`config.mk`:
```
export PLATFORM = sky130hd
export DESIGN_NAME = sideband_egress
export DESIGN_NICKNAME = d
export VERILOG_FILES = /design/src/rtl/sideband_egress.sv
export SDC_FILE = /design/constraint.sdc
export NUM_CORES = 1
export LEC_CHECK = 0
export ABC_CLOCK_PERIOD_IN_PS = 3200
export BUFFER_PORTS_ARGS = -buffer_cell sky130_fd_sc_hd__buf_4
export CORE_MARGIN = 5
export CORE_UTILIZATION = 62
export CTS_BUF_LIST = sky130_fd_sc_hd__clkbuf_8
export DETAILED_ROUTE_END_ITERATION = 6
export HOLD_SLACK_MARGIN = 0.03
export PLACE_DENSITY = 0.87
export SYNTH_ARGS = -nofsm -noshare
export SYNTH_HDL_FRONTEND = slang
export SYNTH_SLANG_ARGS = --single-unit
```
`constraint.sdc`:
```
create_clock -name clk -period 3.2 [get_ports clk]
set_clock_uncertainty 0.05 [all_clocks]
set_input_delay 0.16 -clock clk [delete_from_list [all_inputs] [get_ports clk]]
set_output_delay 0.16 -clock clk [all_outputs]
set_load 0.05 [all_outputs]
```
`src/rtl/sideband_egress.sv`:
```
// sideband_egress: pops frame descriptors and streams frames from the frame buffer as AXI-stream.
// Define SIDEBAND_EGRESS_STATS_EN to add frame/byte/desync counters. Rev 1.0
`default_nettype none

`ifndef AXIS_DEST_WIDTH
`define AXIS_DEST_WIDTH 4
`endif

module sideband_egress #(
  parameter int ADDR_WIDTH = 11,
  parameter int DEST_WIDTH = `AXIS_DEST_WIDTH,
  parameter int SB_WIDTH   = 20
) (
  input  logic                  clk,
  input  logic                  reset_n,
  input  logic                  sb_empty,
  output logic                  sb_ren,
  input  logic [SB_WIDTH-1:0]   sb_rdata,
  output logic                  fb_ren,
  output logic [ADDR_WIDTH-1:0] fb_raddr,
  input  logic [8:0]            fb_rdata,
  output logic [ADDR_WIDTH:0]   fb_rptr,
  output logic [7:0]            m_tdata,
  output logic                  m_tvalid,
  input  logic                  m_tready,
  output logic                  m_tlast,
  output logic [DEST_WIDTH-1:0] m_tdest,
  output logic                  desync
`ifdef SIDEBAND_EGRESS_STATS_EN
  ,
  output logic [31:0]           stat_frames,
  output logic [31:0]           stat_bytes,
  output logic [15:0]           stat_desync
`endif
);

  localparam int PW = ADDR_WIDTH + 1;
  localparam logic [PW-1:0] PTR_ONE = {{ADDR_WIDTH{1'b0}}, 1'b1};

  localparam logic [1:0] ST_IDLE   = 2'd0;
  localparam logic [1:0] ST_LOAD   = 2'd1;
  localparam logic [1:0] ST_STREAM = 2'd2;
  localparam logic [1:0] ST_DONE   = 2'd3;

  logic [1:0]            r_state;
  logic                  r_armed;
  logic [PW-1:0]         r_rp;
  logic [PW-1:0]         r_fa;
  logic [PW-1:0]         r_end;
  logic [PW-1:0]         r_rptr;
  logic                  r_inflight;
  logic                  r_stop;
  logic                  r_desync;
  logic [DEST_WIDTH-1:0] r_dest;
  logic [8:0]            r_buf [2];
  logic                  r_wp;
  logic                  r_rdp;
  logic [1:0]            r_cnt;

  logic [PW-1:0]         w_start;
  logic [DEST_WIDTH-1:0] w_dest;
  logic                  w_last_ret;
  logic                  w_push;
  logic                  w_pop;
  logic                  w_credit;
  logic                  w_desync_set;
  logic                  w_unused_sb;

  assign w_start      = sb_rdata[ADDR_WIDTH+DEST_WIDTH:DEST_WIDTH];
  assign w_dest       = sb_rdata[DEST_WIDTH-1:0];
  assign w_unused_sb  = ^sb_rdata[SB_WIDTH-1:ADDR_WIDTH+DEST_WIDTH+1];
  assign w_desync_set = (r_state == ST_LOAD) && (w_start != r_rptr);

  assign w_push     = r_inflight & ~r_stop;
  assign w_last_ret = w_push & fb_rdata[8];
  assign w_pop      = m_tvalid & m_tready;
  // A slot freed by this cycle's pop may be re-claimed; keeps 1 byte/cycle with a 2-deep buffer.
  assign w_credit   = ({1'b0, r_cnt} + {2'b00, r_inflight}) < (3'd2 + {2'b00, w_pop});

  assign sb_ren   = r_armed & (r_state == ST_IDLE) & ~sb_empty;
  assign fb_ren   = (r_state == ST_STREAM) & ~r_stop & ~w_last_ret & w_credit;
  assign fb_raddr = r_rp[ADDR_WIDTH-1:0];
  assign fb_rptr  = r_rptr;
  assign m_tvalid = (r_cnt != 2'd0);
  assign m_tdata  = r_buf[r_rdp][7:0];
  assign m_tlast  = m_tvalid & r_buf[r_rdp][8];
  assign m_tdest  = r_dest;
  assign desync   = r_desync;

  always_ff @(posedge clk or negedge reset_n) begin
    if (!reset_n) begin
      r_state    <= ST_IDLE;
      r_armed    <= 1'b0;
      r_rp       <= '0;
      r_fa       <= '0;
      r_end      <= '0;
      r_rptr     <= '0;
      r_inflight <= 1'b0;
      r_stop     <= 1'b0;
      r_desync   <= 1'b0;
      r_dest     <= '0;
      r_buf[0]   <= '0;
      r_buf[1]   <= '0;
      r_wp       <= 1'b0;
      r_rdp      <= 1'b0;
      r_cnt      <= 2'd0;
    end else begin
      r_armed    <= 1'b1;
      r_desync   <= 1'b0;
      r_inflight <= fb_ren;
      if (fb_ren) begin
        r_fa <= r_rp;
        r_rp <= r_rp + PTR_ONE;
      end
      if (w_push) begin
        r_buf[r_wp] <= fb_rdata;
        r_wp        <= ~r_wp;
      end
      if (w_pop) begin
        r_rdp <= ~r_rdp;
      end
      r_cnt <= r_cnt + {1'b0, w_push} - {1'b0, w_pop};
      // Words fetched after the last byte are dropped and the pointer rewound past it.
      if (w_last_ret) begin
        r_stop <= 1'b1;
        r_end  <= r_fa + PTR_ONE;
        r_rp   <= r_fa + PTR_ONE;
      end
      case (r_state)
        ST_IDLE: begin
          if (sb_ren) r_state <= ST_LOAD;
        end
        ST_LOAD: begin
          r_dest   <= w_dest;
          r_rp     <= w_start;
          r_stop   <= 1'b0;
          r_desync <= w_desync_set;
          r_state  <= ST_STREAM;
        end
        ST_STREAM: begin
          if (w_pop && m_tlast) begin
            r_rptr  <= r_end;
            r_state <= ST_DONE;
          end
        end
        ST_DONE: r_state <= ST_IDLE;
        default: r_state <= ST_IDLE;
      endcase
    end
  end

`ifdef SIDEBAND_EGRESS_STATS_EN
  logic [31:0] r_stat_frames;
  logic [31:0] r_stat_bytes;
  logic [15:0] r_stat_desync;

  always_ff @(posedge clk or negedge reset_n) begin
    if (!reset_n) begin
      r_stat_frames <= '0;
      r_stat_bytes  <= '0;
      r_stat_desync <= '0;
    end else begin
      if (w_pop) r_stat_bytes <= r_stat_bytes + 32'd1;
      if (w_pop && m_tlast) r_stat_frames <= r_stat_frames + 32'd1;
      if (w_desync_set && (r_stat_desync != 16'hFFFF)) r_stat_desync <= r_stat_desync + 16'd1;
    end
  end

  assign stat_frames = r_stat_frames;
  assign stat_bytes  = r_stat_bytes;
  assign stat_desync = r_stat_desync;
`endif

endmodule

`default_nettype wire

```
==> key figures <==
Outcome
  – Outcome: completed

Timing
  – Setup violations, final: 0
  – Tcrit/Tclk final: 0.787
  – Min cycle time layout: 2.52 ns
  – Unrepaired setup endpoints after global routing: false
  – Measured slew at the worst slew-check pin: 0.969 ns
  – Slew margin rel.: 0.354
  – Fmax: 397 MHz
  – Final hold violations: 0
  – Final Slew Violations: 0
  – Post-route setup TNS: 0 ns

Global routing
  – First-pass GRT wire length: 15.1 mm
  – Grt ovf: 0
  – Initial antenna violation count: 0
  – Largest net degree at the start of global routing: 81
  – Total GRT Usage: 0.227
  – Vias in the first global route: 3208

Synthesis
  – Post-Syn Instances: 352
  – Synth async-reset ratio: 1.00
  – Warnings from Yosys: 0
  – Avg Cell Area, Syn: 11.5 um^2
  – Post-synthesis register bit count: 80
  – Synth area leaders: dfrtp_1 (50%), mux2_2 (13%), xnor2_1 (6.1%), nor2_1 (2.9%), ha_1 (2.8%)
  – Post-synth top area share: 0.496
  – Register area share after synthesis: 0.496
  – Syn Nets: 394
  – Cell variety after synth: 54
  – Synth area leader: dfrtp_1
  – Mapped Area: 0.00404 mm^2
  – EDFF count, synth: 0
  – Synth Flop Type: dfrtp_1

Cells and area
  – Number of fillers in the final layout: 391
  – Share of cells above drive strength 1: 0.339
  – Multi-input logic area: 0.00186 mm^2
  – # diodes: 0
  – Register area: 0.00200 mm^2
  – Area grow syn2layout: 21.6%
  – Nets@finish: 470

CTS
  – Post-CTS sizing: 0
  – Clock Sinks: 80
  – CTS tree: yes
  – CTS Buf Count: 9
  – CTS clk-pin slew, worst paths: 0.08 ns
  – Max clock buf depth: 2
  – H-tree levels: 3
  – Worst-Skew Late Latency: 0.36 ns
  – CTS root buffer: clkbuf_8

Route
  – Routed Antenna Nets: 0
  – Via count: 2923
  – Final WL: 8.76 mm
  – # DRC: 0
  – Post-DR vias/cell: 5.73
  – Iteration-0 DRC Markers: 226
  – Wire length per cell: 17.2 um
  – First drt pass iteration count: 4

Floorplanning
  – Ports: 73
  – Die area: 0.00822 mm^2
  – Core ar.: 0.00635 mm^2
  – Die H: 90.7 um
  – Die width: 90.7 um
  – Starting Density: 0.635
  – FP Rows: 29

Placed design
  – Hpwl dp: 6.06 mm
  – Port Buf Inserts: 68
  – Final estimated routing congestion in global placement: 0.914

Critical path
  – R2R Setup Slk: 1.03 ns
  – Crit path to: fb_ren
  – Reg2Reg Launch Point: r_rdp
  – CP Launch Point: r_inflight
  – Setup crit start kind: register
  – Req. time, crit path: 2.99 ns
  – Crit. End Element: output pin
  – Reg-to-reg endpoint: fb_rptr[9]
  – Worst Path Max Fanout: 16
  – Reg2reg path depth: 4
  – Worst Path Arrival: 2.31 ns
  – Crit Path Category: reg2out

Min path
  – Worst hold stages: 3
  – Min-Delay Path Class: in2reg

Run
  – Max cap viols: 0
-- metrics by stage --
| step | util | area [um^2] | hold slack, ns | cells | worst slack (ns) |
|---|---|---|---|---|---|
| finish | 0.773 | 4910 | 0.0583 | 510 | 0.681 |
| global route | 0.773 | 4910 | 0.0585 | 510 | 0.572 |
| CTS | 0.773 | 4910 | 0.0304 | 510 | 0.669 |
| detailed placement | 0.711 | 4520 | 0.334 | 477 | 1.06 |
| global placement | 0.711 | 4520 | 0.332 | 477 | 1.06 |
| floorplan | - | 4040 | -0.186 | 352 | 1.15 |
-- cell usage in the layout (no fill, tap or decap), types with 2 or more instances in the layout --
cell type and instances:
dfrtp_1 80, buf_4 69, mux2_2 48, nor2_1 31, xnor2_1 28, nand2_1 25, dlygate4sd3_1 17, inv_1 12
a21oi_1 10, clkbuf_8 10, nand3_1 9, o21ai_0 9, ha_1 9, nor3_1 7, nand4_1 5, xor2_1 5
o21a_1 5, mux2_1 4, o31ai_1 3, a21o_1 3, a211o_1 3, nand2b_1 2, mux2i_1 2, a22oi_1 2
a22o_1 2, a31o_2 2, clkinvlp_4 2, bufinv_16 2
-- worst max-delay path, cell delays in order, from the launching register on --
cell and delay, ns:
dfrtp_1 0.44, ha_1 0.23, ha_1 0.21, nor3b_4 0.42, nand3_4 0.27, inv_1 0.17
buf_4 0.21
-- cell families after synthesis --
| kind of cell | count (synthesis) | share of synthesized area |
|---|---|---|
| DFF | 80 | 0.496 |
| AOI/OAI and AO/OA | 49 | 0.0896 |
| and+or+nand+nor | 94 | 0.121 |
| xor gates and xnor gates | 33 | 0.0716 |
| muxes | 54 | 0.150 |
| buffers and inverters | 32 | 0.0431 |
| other | 1 | 0.000929 |
| adders and majority gates | 9 | 0.0279 |
-- state kept, by name, summed over array words and instances, names as in the netlist --
name and cells:
r_cnt 2, r_rdp 1, r_rp 12, r_wp 1, r_state 2, desync 1, r_inflight 1, r_buf 18
r_fa 12, r_end 12, r_armed 1, m_tdest 4, r_stop 1, fb_rptr 12
-- worst min path at each step --
stage                 startpoint    endpoint  slack, ns
floorplan                reset_n      desync      -0.19
global placement         reset_n     r_armed       0.33
detailed placement       reset_n  r_state[0]       0.33
CTS                 sb_rdata[10]     r_rp[6]       0.03
global route        sb_rdata[10]     r_rp[6]       0.06
finish              sb_rdata[10]     r_rp[6]       0.06
-- layer usage --
| layer | part of all wire | track usage |
|---|---|---|
| met5 | 0 | 0 |
| met4 | 0.026 | 0.0993 |
| met3 | 0.058 | 0.0658 |
| met2 | 0.51 | 0.374 |
| met1 | 0.41 | 0.276 |
-- layout make-up --
class / count / share of cell area
sequential: 80 / 0.408
multi-input combinational: 240 / 0.379
timing repair buffer: 86 / 0.140
clock buffer: 10 / 0.0280
tap: 77 / 0.0196
clock inverter: 6 / 0.0171
inverter: 11 / 0.00841
-- cells in the mapped netlist (2+ instances only) --
| cell | n |
|---|---|
| dfrtp_1 | 80 |
| mux2_2 | 48 |
| nor2_1 | 31 |
| xnor2_1 | 28 |
| nand2_1 | 25 |
| buf_4 | 11 |
| inv_1 | 11 |
| a21oi_1 | 10 |
| ha_1 | 9 |
| nand3_1 | 9 |
| o21ai_0 | 9 |
| nor3_1 | 7 |
| nand4_1 | 5 |
| o21a_1 | 5 |
| xor2_1 | 5 |
| buf_2 | 4 |
| clkbuf_1 | 4 |
| mux2_1 | 4 |
| a211o_1 | 3 |
| a21o_1 | 3 |
| o31ai_1 | 3 |
| a22o_1 | 2 |
| a22oi_1 | 2 |
| a31o_2 | 2 |
| mux2i_1 | 2 |
| nand2b_1 | 2 |
-- what timing repair did --
| item | 4_1_cts | 5_1_grt |
|---|---|---|
| buffers inserted | 0 | 0 |
| hold buffers | 17 | 0 |
| endpoints found under the hold margin | 105 | 0 |
Power is not shown: default switching activity piles up to over one toggle a cycle in this logic, so the estimate is an artifact.
